`config.mk`:
```
export PLATFORM = sky130hd
export DESIGN_NAME = hazard_ctrl
export DESIGN_NICKNAME = d
export VERILOG_FILES = /design/src/rtl/hazard_ctrl.sv
export SDC_FILE = /design/constraint.sdc
export NUM_CORES = 1
export LEC_CHECK = 0
export ABC_CLOCK_PERIOD_IN_PS = 5260
export CAP_MARGIN = 20
export CORE_MARGIN = 1.5
export CORE_UTILIZATION = 39
export DETAILED_ROUTE_END_ITERATION = 8
export PLACE_DENSITY = 0.8
export SETUP_SLACK_MARGIN = 0.5
export SYNTH_ARGS = -nofsm -noshare
export SYNTH_HDL_FRONTEND = slang
export SYNTH_SLANG_ARGS = --single-unit
```
`constraint.sdc`:
```
create_clock -name clk -period 5.26 [get_ports clk]
set_clock_uncertainty 0.15 [all_clocks]
set_input_delay 0.789 -clock clk [delete_from_list [all_inputs] [get_ports clk]]
set_output_delay 0.789 -clock clk [all_outputs]
set_load 0.02 [all_outputs]
```
`src/rtl/hazard_ctrl.sv`:
```
// hazard_ctrl -- hazard and forwarding controller for the Osiris I 5-stage pipeline.
//
// Produces the stall/flush controls for the PC, IF/ID, ID/EX and EX/MEM
// registers and the EX-stage operand forwarding selects. A small FSM holds
// the pipeline flushed for INIT_FLUSH cycles after reset, and tracks data
// memory wait states, aborting a stuck access after MEM_TIMEOUT wait cycles.
//
// Ports:
//   clk, rst_n                  clock, asynchronous active-low reset
//   i_rs1Addr_ID/i_rs2Addr_ID   source registers of the instruction in ID
//   i_rs1Addr_EX/i_rs2Addr_EX   source registers of the instruction in EX
//   i_rd_EX, i_result_src_EX    EX destination / result source (2'b01 = load)
//   i_pc_src_EX                 branch or jump taken in EX
//   i_rd_MEM, i_reg_write_MEM   MEM destination and write enable
//   i_rd_WB,  i_reg_write_WB    WB destination and write enable
//   i_dmem_req_MEM, i_dmem_ack  data memory handshake
//   o_stall_*                   hold PC / IF/ID / ID/EX / EX/MEM
//   o_flush_*                   clear IF/ID / ID/EX / EX/MEM
//   o_fwd_a_EX, o_fwd_b_EX      operand select: 00 regfile, 10 MEM, 01 WB
//   o_mem_err                   sticky data memory timeout flag
module hazard_ctrl #(
    parameter int REG_WIDTH   = 4,
    parameter int INIT_FLUSH  = 2,
    parameter int MEM_TIMEOUT = 15
) (
    input  logic                 clk,
    input  logic                 rst_n,
    input  logic [REG_WIDTH-1:0] i_rs1Addr_ID,
    input  logic [REG_WIDTH-1:0] i_rs2Addr_ID,
    input  logic [REG_WIDTH-1:0] i_rs1Addr_EX,
    input  logic [REG_WIDTH-1:0] i_rs2Addr_EX,
    input  logic [REG_WIDTH-1:0] i_rd_EX,
    input  logic [1:0]           i_result_src_EX,
    input  logic                 i_pc_src_EX,
    input  logic [REG_WIDTH-1:0] i_rd_MEM,
    input  logic                 i_reg_write_MEM,
    input  logic [REG_WIDTH-1:0] i_rd_WB,
    input  logic                 i_reg_write_WB,
    input  logic                 i_dmem_req_MEM,
    input  logic                 i_dmem_ack,
    output logic                 o_stall_IF,
    output logic                 o_stall_ID,
    output logic                 o_stall_EX,
    output logic                 o_stall_MEM,
    output logic                 o_flush_ID,
    output logic                 o_flush_EX,
    output logic                 o_flush_MEM,
    output logic [1:0]           o_fwd_a_EX,
    output logic [1:0]           o_fwd_b_EX,
    output logic                 o_mem_err
);

    localparam int IW = (INIT_FLUSH > 1) ? $clog2(INIT_FLUSH) : 1;
    localparam int WW = $clog2(MEM_TIMEOUT + 1);

    typedef enum logic [1:0] {
        S_INIT     = 2'd0,
        S_RUN      = 2'd1,
        S_MEM_WAIT = 2'd2
    } state_t;

    state_t          state_q, state_d;
    logic [IW-1:0]   init_cnt_q, init_cnt_d;
    logic [WW-1:0]   wait_cnt_q, wait_cnt_d;
    logic            mem_err_q, mem_err_d;

    logic mw;        // memory still busy this cycle
    logic timeout;   // stuck access gets aborted this cycle
    logic load_use;

    assign mw       = i_dmem_req_MEM && !i_dmem_ack;
    assign timeout  = (state_q == S_MEM_WAIT) && mw && (wait_cnt_q == WW'(MEM_TIMEOUT));
    assign load_use = (i_result_src_EX == 2'b01) && (i_rd_EX != '0) &&
                      ((i_rd_EX == i_rs1Addr_ID) || (i_rd_EX == i_rs2Addr_ID));
    assign o_mem_err = mem_err_q;

    // State register
    always_ff @(posedge clk or negedge rst_n) begin
        if (!rst_n) begin
            state_q    <= S_INIT;
            init_cnt_q <= '0;
            wait_cnt_q <= '0;
            mem_err_q  <= 1'b0;
        end else begin
            state_q    <= state_d;
            init_cnt_q <= init_cnt_d;
            wait_cnt_q <= wait_cnt_d;
            mem_err_q  <= mem_err_d;
        end
    end

    // Next-state logic
    always_comb begin
        state_d    = state_q;
        init_cnt_d = init_cnt_q;
        wait_cnt_d = wait_cnt_q;
        mem_err_d  = mem_err_q;
        case (state_q)
            S_INIT: begin
                if (init_cnt_q == IW'(INIT_FLUSH - 1)) begin
                    state_d    = S_RUN;
                    init_cnt_d = '0;
                end else begin
                    init_cnt_d = init_cnt_q + 1'b1;
                end
            end
            S_RUN: begin
                if (mw) begin
                    state_d    = S_MEM_WAIT;
                    wait_cnt_d = WW'(1);
                end
            end
            S_MEM_WAIT: begin
                if (timeout) begin
                    state_d    = S_RUN;
                    wait_cnt_d = '0;
                    mem_err_d  = 1'b1;
                end else if (mw) begin
                    // Saturates at MEM_TIMEOUT because timeout fires there.
                    wait_cnt_d = wait_cnt_q + 1'b1;
                end else begin
                    state_d    = S_RUN;
                    wait_cnt_d = '0;
                end
            end
            default: begin
                state_d    = S_INIT;
                init_cnt_d = '0;
                wait_cnt_d = '0;
            end
        endcase
    end

    // Stall / flush outputs. The non-busy cycle of S_MEM_WAIT (ack) behaves
    // like S_RUN, so a branch still held in EX flushes on that cycle.
    always_comb begin
        o_stall_IF  = 1'b0;
        o_stall_ID  = 1'b0;
        o_stall_EX  = 1'b0;
        o_stall_MEM = 1'b0;
        o_flush_ID  = 1'b0;
        o_flush_EX  = 1'b0;
        o_flush_MEM = 1'b0;
        case (state_q)
            S_RUN, S_MEM_WAIT: begin
                if (timeout) begin
                    // Abort: drop the stuck access and clear the pipe.
                    o_flush_ID  = 1'b1;
                    o_flush_EX  = 1'b1;
                    o_flush_MEM = 1'b1;
                end else if (mw) begin
                    o_stall_IF  = 1'b1;
                    o_stall_ID  = 1'b1;
                    o_stall_EX  = 1'b1;
                    o_stall_MEM = 1'b1;
                end else if (i_pc_src_EX) begin
                    o_flush_ID  = 1'b1;
                    o_flush_EX  = 1'b1;
                end else if (load_use) begin
                    // One bubble: next cycle the load sits in MEM and forwards.
                    o_stall_IF  = 1'b1;
                    o_stall_ID  = 1'b1;
                    o_flush_EX  = 1'b1;
                end
            end
            default: begin
                o_stall_IF  = 1'b1;
                o_flush_ID  = 1'b1;
                o_flush_EX  = 1'b1;
                o_flush_MEM = 1'b1;
            end
        endcase
    end

    // Forwarding is purely combinational and independent of the FSM.
    always_comb begin
        o_fwd_a_EX = 2'b00;
        o_fwd_b_EX = 2'b00;
        if (i_reg_write_MEM && (i_rd_MEM != '0) && (i_rd_MEM == i_rs1Addr_EX))
            o_fwd_a_EX = 2'b10;
        else if (i_reg_write_WB && (i_rd_WB != '0) && (i_rd_WB == i_rs1Addr_EX))
            o_fwd_a_EX = 2'b01;
        if (i_reg_write_MEM && (i_rd_MEM != '0) && (i_rd_MEM == i_rs2Addr_EX))
            o_fwd_b_EX = 2'b10;
        else if (i_reg_write_WB && (i_rd_WB != '0) && (i_rd_WB == i_rs2Addr_EX))
            o_fwd_b_EX = 2'b01;
    end

endmodule

```
* Word-level counts from Yosys, hierarchy flattened *
Cells that the tools add are included.

operators by class
  add/subtract/negate cells = 2
  reductions and logical operators = 21
  muxes and demuxes = 34
  equality and inequality tests = 13
  bitwise gates (word level) = 1

operators by type and width
  operator                                       count
  == test 4 bit                                  6
  2-to-1 mux 1 bit                               22
  2-to-1 mux 2 bit                               6
  2-to-1 mux 4 bit                               3
  one-hot mux 4 bit (3 select lines)             1
  nonzero test 4 bit                             3
  logical AND 1 bit                              11
  one-hot mux 2 bit (3 select lines)             1
  adder 4 x 1 -> 4 bit, second input constant    1
  == test 2 x 1 -> 1 bit, second input constant  2
  == test 4 bit, second input constant           1
  inequality test 2 bit, second input constant   2
  AND reduction 2 bit                            2
  inequality test 3 bit, second input constant   1
  AND reduction 3 bit                            1
  == test 2 bit, second input constant           1
  logical NOT 2 bit                              1
  one-hot mux 1 bit (2 select lines)             1
  OR reduction 2 bit                             1
  adder 1 bit, second input constant             1
  logical NOT 1 bit                              1
  logical OR 1 bit                               1
  NOT 1 bit                                      1

storage, ports and cells
  register bits after elaboration = 8
  logic and storage cells = 75
  bits of input ports = 37

* Logic depth before layout (Yosys ltp) *
Gate-level depths: netlist of the first run.

  depth in word-level cells = 8
  depth in mapped cells = 6
  depth with buffers taken out = 6

* Worst setup path before layout of the first run *
OpenSTA, ideal clock, no wires.

  path kind = in2out
  start point = input port i_rd_MEM[3]
  end point = output port o_fwd_a_EX[0]
  path buffers = 0
  setup slack = 2.467 ns
  arrival = 1.854 ns
  stages on the path = 3
  cell sequence = o41ai_2 > nor2_1 > nor3_1

between the ends
  longest elaborated chain between the ends = 4
  elaborated cells between the ends (all ways) = 5
  those cells by class = eq/ne: 1; mux: 1; reduce/logical: 3

ends and longest elaborated chain
  what                   line  text
  start: declaration     35    input logic [REG_WIDTH-1:0] i_rd_MEM,
  nonzero test 4 bit     179   if (i_reg_write_MEM && (i_rd_MEM != '0) && (i_rd_MEM == i_rs1Addr_EX))
  logical AND 1 bit      179
  logical AND 1 bit (*)  179
  2-to-1 mux 2 bit (*)   179
  end: declaration       48    output logic [1:0] o_fwd_a_EX,

Mark *: on every way between the ends. The rest lies on a longest branch, timed or not.

* Final worst setup path of the first run *
  start point = input port i_rd_EX[1]
  end point = output port o_flush_EX

between the ends
  longest elaborated chain between the ends = 8
  elaborated cells between the ends (all ways) = 11
  those cells by class = eq/ne: 2; mux: 5; reduce/logical: 4

ends and longest elaborated chain
  what                                                          line    text
  start: declaration                                            32      input logic [REG_WIDTH-1:0] i_rd_EX,
  == test 4 bit / nonzero test 4 bit (equally long branches)    74, 73
  logical OR 1 bit / logical AND 1 bit (equally long branches)  74, 73
  logical AND 1 bit (*)                                         73      assign load_use = (i_result_src_EX == 2'b01) && (i_rd_EX != '0) &&
  2-to-1 mux 1 bit (*)                                          159     end else if (load_use) begin
  2-to-1 mux 1 bit (*)                                          156     end else if (i_pc_src_EX) begin
  2-to-1 mux 1 bit (*)                                          151     end else if (mw) begin
  2-to-1 mux 1 bit (*)                                          146     if (timeout) begin
  2-to-1 mux 1 bit (*)                                          144     case (state_q)
  end: declaration                                              46      output logic o_flush_EX,

Marks and branches as above.

==> results of run 1 <==
==> routing by layer <==
metal	part of all wire (%)	wire length [µm]	GRT usage, %
met1	44	1150	27.1
met2	47	1230	39.4
met3	8.0	207	7.31
met4	0.65	17	4.50
met5	0	0	0
==> stage by stage <==
step                setup slack, ps  utilization [%]
floorplan                      2470                -
global placement               1640             64.3
detailed placement             1540             64.3
CTS                            1540             65.3
global route                   1490             65.3
finish                         1540             65.3
==> how the worst max path moves through the flow <==
stage                startpoint            end  cells past startpoint
floorplan           i_rd_MEM[3]  o_fwd_a_EX[0]                      3
detailed placement   i_rd_EX[1]     o_flush_EX                      6
CTS                  i_rd_EX[1]     o_flush_EX                      6
finish               i_rd_EX[1]     o_flush_EX                      6
global placement     i_rd_EX[1]     o_flush_EX                      6
global route         i_rd_EX[1]     o_flush_EX                      6
==> area by class of cell <==
type	count	share of cell area, %
multi-input cells	84	47.4
flip-flops and latches	8	14.0
repair buffers	48	33.6
inverters	4	1.05
clock buffers	3	1.57
well taps	28	2.45
==> cells in the mapped netlist, drive strengths merged (3+ instances only) <==
library cell,count
a21oi,3
dfrtp,8
ha,5
inv,4
nand3,3
nand4,4
nor2,4
nor3,3
nor4,4
o21ai,5
xnor2,20
xor2,4
==> state kept, by name, indices dropped and copies added, names as in the netlist <==
signal,cells
o_mem_err,1
init_cnt_q,1
wait_cnt_q,4
state_q,2
==> where the power goes <==
part / total [µW] / internal (µW) / switching, µW
Sequential: 88.9 / 76.4 / 12.5
Clock: 47.9 / 26.2 / 21.7
Combinational: 327 / 154 / 173
==> logic make-up (layout without fill, tap and decap cells) <==
| group | count (synthesis) | in the layout | share of synthesized area [%] |
|---|---|---|---|
| AOI/OAI and AO/OA | 22 | 22 | 19.2 |
| xor gates and xnor gates | 24 | 24 | 23.3 |
| adders and majority gates | 5 | 5 | 6.94 |
| buffers and inverters | 5 | 55 | 2.50 |
| DFF | 8 | 8 | 22.2 |
| muxes | 1 | 1 | 1.11 |
| and+or+nand+nor | 32 | 32 | 24.7 |
==> placed cells by master (no fill, tap or decap), types with 2 or more instances in the layout <==
master / n
clkdlybuf4s50_1: 48
xnor2_1: 20
dfrtp_1: 8
ha_1: 5
nand4_1: 4
nor2_1: 4
inv_1: 4
xor2_1: 4
a21oi_1: 3
o21ai_0: 3
nor4_1: 3
clkbuf_4: 3
nor3_1: 2
nand3_1: 2
or3_1: 2
o21bai_1: 2
nand2_1: 2
a21o_1: 2
a22o_1: 2
==> worst register-to-register path: cells and delay by family (launching register included) <==
| family | cells | cell delay, ps |
|---|---|---|
| buffers and inverters | 1 | 90 |
| AOI/OAI and AO/OA | 1 | 150 |
| and+or+nand+nor | 2 | 430 |
| DFF | 1 | 410 |
| adders and majority gates | 1 | 420 |
==> impl_results.html, run 1 <==
<table>
<tr><th>Metric</th><th>Value</th></tr>
<tr><th colspan="2">Layout</th></tr>
<tr><td>Combined area of the multi-input logic cells</td><td>roughly 680 µm²</td></tr>
<tr><td>Final antenna diode count</td><td>0</td></tr>
<tr><td>Filler instances</td><td>between 150 and 200</td></tr>
<tr><td>Share of final-layout standard cells stronger than drive strength 1</td><td>8.84%</td></tr>
<tr><td>Post-route insts no fill</td><td>approximately 180</td></tr>
<tr><td>Area taken by flip-flops and latches</td><td>roughly 200 µm²</td></tr>
<tr><td>Area growth, synth to finish</td><td>58.9%</td></tr>
<tr><td>Total number of nets in the final design</td><td>191</td></tr>
<tr><td>Final non-filler cell area</td><td>between 1000 and 1500 µm²</td></tr>
<tr><th colspan="2">Synth</th></tr>
<tr><td>Cell count after synthesis</td><td>97</td></tr>
<tr><td>Post-synthesis average cell area</td><td>between 9 and 10 µm²</td></tr>
<tr><td>Main area contributors after synthesis</td><td>dfrtp_1 (22%), xnor2_1 (19%), ha_1 (6.9%)</td></tr>
<tr><td>Leading area contributor after synthesis</td><td>dfrtp_1</td></tr>
<tr><td>Synth top area share</td><td>roughly 22%</td></tr>
<tr><td>Number of distinct library cells after synthesis</td><td>between 40 and 50</td></tr>
<tr><td>Syn Nets</td><td>139</td></tr>
<tr><td>Seq/Total Area, Yosys</td><td>~22%</td></tr>
<tr><td>Count of flip-flops with a built-in enable after synthesis</td><td>0</td></tr>
<tr><td>Synthesized area</td><td>about 900 µm²</td></tr>
<tr><td>Top flip-flop cell by instance count after synthesis</td><td>dfrtp_1</td></tr>
<tr><td>Post-synthesis register bit count</td><td>8</td></tr>
<tr><td>Async S/R FF share, synth</td><td>100%</td></tr>
<tr><td>Yosys warning count</td><td>0</td></tr>
<tr><th colspan="2">Routing</th></tr>
<tr><td>Via count</td><td>~960</td></tr>
<tr><td>DRC viols</td><td>0</td></tr>
<tr><td>Routed Antenna Nets</td><td>0</td></tr>
<tr><td>Final routed wire length divided by cell count</td><td>between 10 and 15 µm</td></tr>
<tr><td>Total iterations of the first detailed-routing run</td><td>4</td></tr>
<tr><td>Drt first-iter violations</td><td>31</td></tr>
<tr><td>Number of vias per cell</td><td>between 5 and 6</td></tr>
<tr><td>Final WL</td><td>approximately 2600 µm</td></tr>
<tr><th colspan="2">Clock network</th></tr>
<tr><td>Clock transition at the register clock pins on the worst setup and hold paths after CTS</td><td>around 50 ps</td></tr>
<tr><td>CTS max path bufs</td><td>2</td></tr>
<tr><td>Number of sinks driven by the clock tree</td><td>8</td></tr>
<tr><td>CTS root buffer</td><td>clkbuf_4</td></tr>
<tr><td>Number of setup buffers added after CTS</td><td>0</td></tr>
<tr><td>TritonCTS clock tree</td><td>done</td></tr>
<tr><td>Number of hold buffers added after cts</td><td>0</td></tr>
<tr><td># resized after CTS</td><td>0</td></tr>
<tr><td>Clk_lat worst skew</td><td>around 260 ps</td></tr>
<tr><td>Cts bufs inserted</td><td>3</td></tr>
<tr><td>Total number of H-tree levels</td><td>1</td></tr>
<tr><th colspan="2">Die</th></tr>
<tr><td>Starting Density</td><td>between 40% and 50%</td></tr>
<tr><td>Die boundary height</td><td>around 51 µm</td></tr>
<tr><td>Core region area</td><td>approximately 2200 µm²</td></tr>
<tr><td>Std cell rows</td><td>17</td></tr>
<tr><td>I/O pin count</td><td>slightly below 50</td></tr>
<tr><td>Die Width</td><td>about 51 µm</td></tr>
<tr><td>Floorplan die area</td><td>roughly 2600 µm²</td></tr>
<tr><th colspan="2">Critical path</th></tr>
<tr><td>Crit path capture type</td><td>output port</td></tr>
<tr><td>Bufs and invs on worst path</td><td>2</td></tr>
<tr><td>Largest delay share family, worst path</td><td>buffers and inverters</td></tr>
<tr><td>Dominant cell type by count on the critical path</td><td>clkdlybuf4s50_1</td></tr>
<tr><td>Critical Path RT</td><td>~4300 ps</td></tr>
<tr><td>Capturing point of the worst reg2reg path</td><td>wait_cnt_q[3]$_DFFE_PN0P_</td></tr>
<tr><td>Worst reg2reg setup slack</td><td>roughly 3600 ps</td></tr>
<tr><td>CP Data Arrival Time</td><td>approximately 2800 ps</td></tr>
<tr><td>Depth of the worst register-to-register path</td><td>5</td></tr>
<tr><td>Kind of start point of the critical path</td><td>primary input</td></tr>
<tr><td>Stage delay of the slowest cell on the critical path</td><td>650 ps</td></tr>
<tr><td>Cell chain of the critical path</td><td>clkdlybuf4s50_1, xor2_1, nor4_2, a41oi_1, o31ai_2, clkdlybuf4s50_1</td></tr>
<tr><td>Highest-delay cell along the critical path</td><td>clkdlybuf4s50_1</td></tr>
<tr><td>Path type of the worst setup path</td><td>in -&gt; out</td></tr>
<tr><td>Biggest fanout along the worst timing path</td><td>3</td></tr>
<tr><td>Crit Reg-Reg Startpoint</td><td>state_q[1]$_DFFE_PN0P_</td></tr>
<tr><th colspan="2">Global route</th></tr>
<tr><td>Tot GR Track Use</td><td>a little under a quarter</td></tr>
<tr><td>Residual overflow from global routing</td><td>0</td></tr>
<tr><td>Maximum number of pins on one net before global-route repair</td><td>9</td></tr>
<tr><td>Via count of the first global-routing pass</td><td>between 1000 and 1500</td></tr>
<tr><td>Antenna violations before repair</td><td>0</td></tr>
<tr><td>Wire length of the first global-routing pass</td><td>~4500 µm</td></tr>
<tr><th colspan="2">Timing</th></tr>
<tr><td>Final worst path period share</td><td>between 70 and 80%</td></tr>
<tr><td>Final TNS setup</td><td>0 ps</td></tr>
<tr><td>Smallest hold slack</td><td>319 ps</td></tr>
<tr><td>Minimum period implied by the final worst setup slack</td><td>between 3000 and 4000 ps</td></tr>
<tr><td>Unrepaired setup endpoints after global routing</td><td>no</td></tr>
<tr><td>Count of endpoints failing setup in the final report</td><td>0</td></tr>
<tr><td>Count of endpoints failing hold in the final timing report</td><td>0</td></tr>
<tr><td>Slew at the pin closest to its max-slew limit</td><td>approximately 380 ps</td></tr>
<tr><td>Fmax achieved</td><td>about 270 MHz</td></tr>
<tr><td>Max-Slew Margin vs Limit</td><td>about three quarters</td></tr>
<tr><td>Pins over their slew limit</td><td>0</td></tr>
<tr><th colspan="2">Min path</th></tr>
<tr><td>Cell depth of the worst min-delay path</td><td>1</td></tr>
<tr><td>Kind of path behind the tightest hold check</td><td>reg -&gt; reg</td></tr>
<tr><td>Min-Delay Endpoint</td><td>o_mem_err$_DFFE_PN0P_</td></tr>
<tr><td>Hold Crit Start</td><td>o_mem_err$_DFFE_PN0P_</td></tr>
<tr><th colspan="2">Placement</th></tr>
<tr><td>Buffers added on ports</td><td>between 40 and 50</td></tr>
<tr><td>HPWL Detailed</td><td>around 2100 µm</td></tr>
<tr><td>Placed Cells</td><td>172</td></tr>
<tr><td>RD Place Congestion</td><td>~0.87</td></tr>
<tr><td>Total placed instance area</td><td>roughly 1400 µm²</td></tr>
<tr><th colspan="2">Power</th></tr>
<tr><td>VDD IR-drop max</td><td>0.351 mV</td></tr>
<tr><td>Pwr/cell area</td><td>324 nW/µm²</td></tr>
<tr><td>Total power draw</td><td>464 µW</td></tr>
<tr><td>Static leakage power</td><td>approximately 0.00055 µW</td></tr>
<tr><th colspan="2">Status</th></tr>
<tr><td>Outcome</td><td>finished clean</td></tr>
<tr><th colspan="2">Flow run</th></tr>
<tr><td># Max-Cap Violations</td><td>0</td></tr>
</table>
Power figures use the tool's default switching activity.
==> run 2, diff against run 1 <==
--- a/config.mk
+++ b/config.mk
@@ -5,7 +5,7 @@
 export SDC_FILE = /design/constraint.sdc
 export NUM_CORES = 1
 export LEC_CHECK = 0
-export ABC_CLOCK_PERIOD_IN_PS = 5260
+export ABC_CLOCK_PERIOD_IN_PS = 3600
 export CAP_MARGIN = 20
 export CORE_MARGIN = 1.5
 export CORE_UTILIZATION = 39
==> constraint.sdc (replaced) <==
create_clock -name clk -period 3.6 [get_ports clk]
set_clock_uncertainty 0.15 [all_clocks]
set_input_delay 0.54 -clock clk [delete_from_list [all_inputs] [get_ports clk]]
set_output_delay 0.54 -clock clk [all_outputs]
set_load 0.02 [all_outputs]
==> impl_results.html, run 2 (same netlist as run 1, synthesis figures left out) <==
<table>
<tr><th>Metric</th><th>Value</th></tr>
<tr><th colspan="2">Critical path</th></tr>
<tr><td>Dominant cell type by count on the critical path</td><td>clkdlybuf4s50_1</td></tr>
<tr><td>Biggest fanout along the worst timing path</td><td>5 (+2)</td></tr>
<tr><td>Cell chain of the critical path</td><td>clkdlybuf4s50_1, nand3b_1, o21ai_2, a21oi_1, inv_1, clkdlybuf4s50_1</td></tr>
<tr><td>Critical Path RT</td><td>2910 ps (-1410 ps)</td></tr>
<tr><td>Path type of the worst setup path</td><td>in -&gt; out</td></tr>
<tr><td>Crit path capture type</td><td>output port</td></tr>
<tr><td>Stage delay of the slowest cell on the critical path</td><td>590 ps (-60 ps)</td></tr>
<tr><td>Kind of start point of the critical path</td><td>primary input</td></tr>
<tr><td>CP Data Arrival Time</td><td>2230 ps (-550 ps)</td></tr>
<tr><td>Highest-delay cell along the critical path</td><td>clkdlybuf4s50_1</td></tr>
<tr><th colspan="2">Layout</th></tr>
<tr><td>Commonest cells after routing, fill and taps aside</td><td>clkdlybuf4s50_1 (43), xnor2_1 (20), dfrtp_1 (8), ha_1 (5)</td></tr>
<tr><td>Final antenna diode count</td><td>0 (unchanged)</td></tr>
<tr><td>Area growth, synth to finish</td><td>58.6%</td></tr>
<tr><td>Register containing the most flip-flops in the final layout</td><td>wait_cnt_q</td></tr>
<tr><td>Most common cell after layout, fill and taps aside</td><td>clkdlybuf4s50_1</td></tr>
<tr><td>Total number of nets in the final design</td><td>191 (unchanged)</td></tr>
<tr><td>Registers with the highest flip-flop counts</td><td>wait_cnt_q (4), state_q (2)</td></tr>
<tr><td>Number of flip-flops under the largest register name</td><td>4 (unchanged)</td></tr>
<tr><td>Share of final-layout standard cells stronger than drive strength 1</td><td>8.84% (unchanged)</td></tr>
<tr><td>Utilization of the core after routing</td><td>65.2% (-0.11 points)</td></tr>
<tr><th colspan="2">Clock network</th></tr>
<tr><td>CTS root buffer</td><td>clkbuf_4</td></tr>
<tr><td>Number of hold buffers added after cts</td><td>0 (unchanged)</td></tr>
<tr><td>Total number of H-tree levels</td><td>1 (unchanged)</td></tr>
<tr><td>CTS max path bufs</td><td>2 (unchanged)</td></tr>
<tr><td>Clk_lat worst skew</td><td>260 ps (about the same)</td></tr>
<tr><td>Number of sinks driven by the clock tree</td><td>8 (unchanged)</td></tr>
<tr><td>TritonCTS clock tree</td><td>done</td></tr>
<tr><td>Cts bufs inserted</td><td>3 (unchanged)</td></tr>
<tr><td>Clock transition at the register clock pins on the worst setup and hold paths after CTS</td><td>60 ps (about the same)</td></tr>
<tr><td>Number of setup buffers added after CTS</td><td>0 (unchanged)</td></tr>
<tr><th colspan="2">Timing</th></tr>
<tr><td>Count of endpoints failing setup in the final report</td><td>0 (unchanged)</td></tr>
<tr><td>Final worst path period share</td><td>between 80 and 90%</td></tr>
<tr><td>Smallest hold slack</td><td>328 ps (+9.44 ps)</td></tr>
<tr><td>Pins over their slew limit</td><td>0 (unchanged)</td></tr>
<tr><td>Slew at the pin closest to its max-slew limit</td><td>368 ps (-7.80 ps)</td></tr>
<tr><td>Final TNS setup</td><td>0 ps (unchanged)</td></tr>
<tr><td>Minimum period implied by the final worst setup slack</td><td>about 2900 ps</td></tr>
<tr><td>Unrepaired setup endpoints after global routing</td><td>no</td></tr>
<tr><td>Max-Slew Margin vs Limit</td><td>75.1% (+0.53 points)</td></tr>
<tr><td>Count of endpoints failing hold in the final timing report</td><td>0 (unchanged)</td></tr>
<tr><td>Slack of the critical path</td><td>676 ps (-866 ps)</td></tr>
<tr><td>Fmax achieved</td><td>342 MHz</td></tr>
<tr><th colspan="2">Routing</th></tr>
<tr><td>Final routed wire length divided by cell count</td><td>14.4 µm (-3.1%)</td></tr>
<tr><td>Final WL</td><td>2520 µm (-3.1%)</td></tr>
<tr><td>Routed Antenna Nets</td><td>0 (unchanged)</td></tr>
<tr><td>Via count</td><td>950 (-0.94%)</td></tr>
<tr><td>Total iterations of the first detailed-routing run</td><td>4 (unchanged)</td></tr>
<tr><td>Number of vias per cell</td><td>5.43 (-0.94%)</td></tr>
<tr><td>DRC viols</td><td>0 (unchanged)</td></tr>
<tr><td>Drt first-iter violations</td><td>16 (-48%)</td></tr>
<tr><th colspan="2">Min path</th></tr>
<tr><td>Kind of path behind the tightest hold check</td><td>reg -&gt; reg</td></tr>
<tr><th colspan="2">Global route</th></tr>
<tr><td>Maximum number of pins on one net before global-route repair</td><td>9 (unchanged)</td></tr>
<tr><td>Tot GR Track Use</td><td>20.8% (-1.8 points)</td></tr>
<tr><td>Antenna violations before repair</td><td>0 (unchanged)</td></tr>
<tr><td>Residual overflow from global routing</td><td>0 (unchanged)</td></tr>
<tr><td>Via count of the first global-routing pass</td><td>966 (-4.1%)</td></tr>
<tr><td>Wire length of the first global-routing pass</td><td>4170 µm (-6.8%)</td></tr>
<tr><th colspan="2">Die</th></tr>
<tr><td>Starting Density</td><td>41.1% (unchanged)</td></tr>
<tr><td>Die boundary height</td><td>51.1 µm (unchanged)</td></tr>
<tr><td>Std cell rows</td><td>17 (unchanged)</td></tr>
<tr><td>Die Width</td><td>51.1 µm (unchanged)</td></tr>
<tr><td>Core region area</td><td>2190 µm² (unchanged)</td></tr>
<tr><td>I/O pin count</td><td>49 (unchanged)</td></tr>
<tr><td>Floorplan die area</td><td>2610 µm² (unchanged)</td></tr>
<tr><th colspan="2">Power</th></tr>
<tr><td>Static leakage power</td><td>0.000578 µW (+4.9%)</td></tr>
<tr><td>Pwr/cell area</td><td>462 nW/µm² (+43%)</td></tr>
<tr><td>VDD IR-drop max</td><td>0.403 mV (+15%)</td></tr>
<tr><td>Total power draw</td><td>660 µW (+42%)</td></tr>
<tr><th colspan="2">Placement</th></tr>
<tr><td>HPWL Detailed</td><td>2110 µm (-1.6%)</td></tr>
<tr><td>Buffers added on ports</td><td>48 (unchanged)</td></tr>
<tr><td>DP Worst Slack</td><td>414 ps (-1130 ps)</td></tr>
<tr><td>RD Place Congestion</td><td>0.866 (unchanged)</td></tr>
<tr><th colspan="2">Status</th></tr>
<tr><td>Outcome</td><td>finished clean</td></tr>
<tr><th colspan="2">Flow run</th></tr>
<tr><td># Max-Cap Violations</td><td>0 (unchanged)</td></tr>
</table>
run 2: stage by stage:
stage                     instances  instance area (µm²)
after CTS                       175                 1430
after floorplan                  97                  901
after global routing            175                 1430
after global placement          172                 1410
final                           175                 1430
after detailed placement        172                 1410
run 2: worst max-delay path: cells and delay by family:
| family | cells | cell delay [ps] |
|---|---|---|
| buffers and inverters | 3 | 1210 |
| AO/OA/AOI/OAI | 2 | 330 |
| AND/OR/NAND/NOR | 1 | 160 |
run 2: report_power, final:
group          internal [µW]  switching, µW  total, µW  leakage [µW]
registers                112           18.8        130      0.000107
clock network           38.3           32.7       71.0     0.0000138
logic                    211            248        459      0.000457
total                    361            299        660      0.000578
run 2: timing repair:
item                                    4_1_cts  5_1_grt
endpoints found under the setup margin        4        1
resized for setup                             4        1
pin swaps                                     0        0
run 2: path summary, 6_finish.rpt:
path / startpoint / end / slack [ps] / cells past startpoint
max: i_dmem_req_MEM / o_flush_ID / 680 / 6
min: o_mem_err$_DFFE_PN0P_ / o_mem_err$_DFFE_PN0P_ / 330 / 1
max reg2reg: state_q[1]$_DFFE_PN0P_ / wait_cnt_q[0]$_DFFE_PN0P_ / 1880 / 5
min reg2reg: o_mem_err$_DFFE_PN0P_ / o_mem_err$_DFFE_PN0P_ / 330 / 1
max in group asynchronous: rst_n / wait_cnt_q[2]$_DFFE_PN0P_ / 2640 / 1
min in group asynchronous: rst_n / state_q[0]$_DFFE_PN0P_ / 400 / 1
run 2: final cells by class:
class,count,area (µm²)
clock buffers,3,22.5
well taps,28,35.0
fillers,181,762
multi-input cells,84,678
repair buffers,48,478
flip-flops and latches,8,200
inverters,4,15.0
run 2: per-layer routing:
metal	wire length (µm)	global-route usage, %	up-vias	share of wire [%]
li1	-	-	463	-
met1	1150	25.0	445	46
met2	1170	37.0	39	46
met3	176	4.09	3	7.0
met4	22	6.31	0	0.87
met5	0	0	-	0
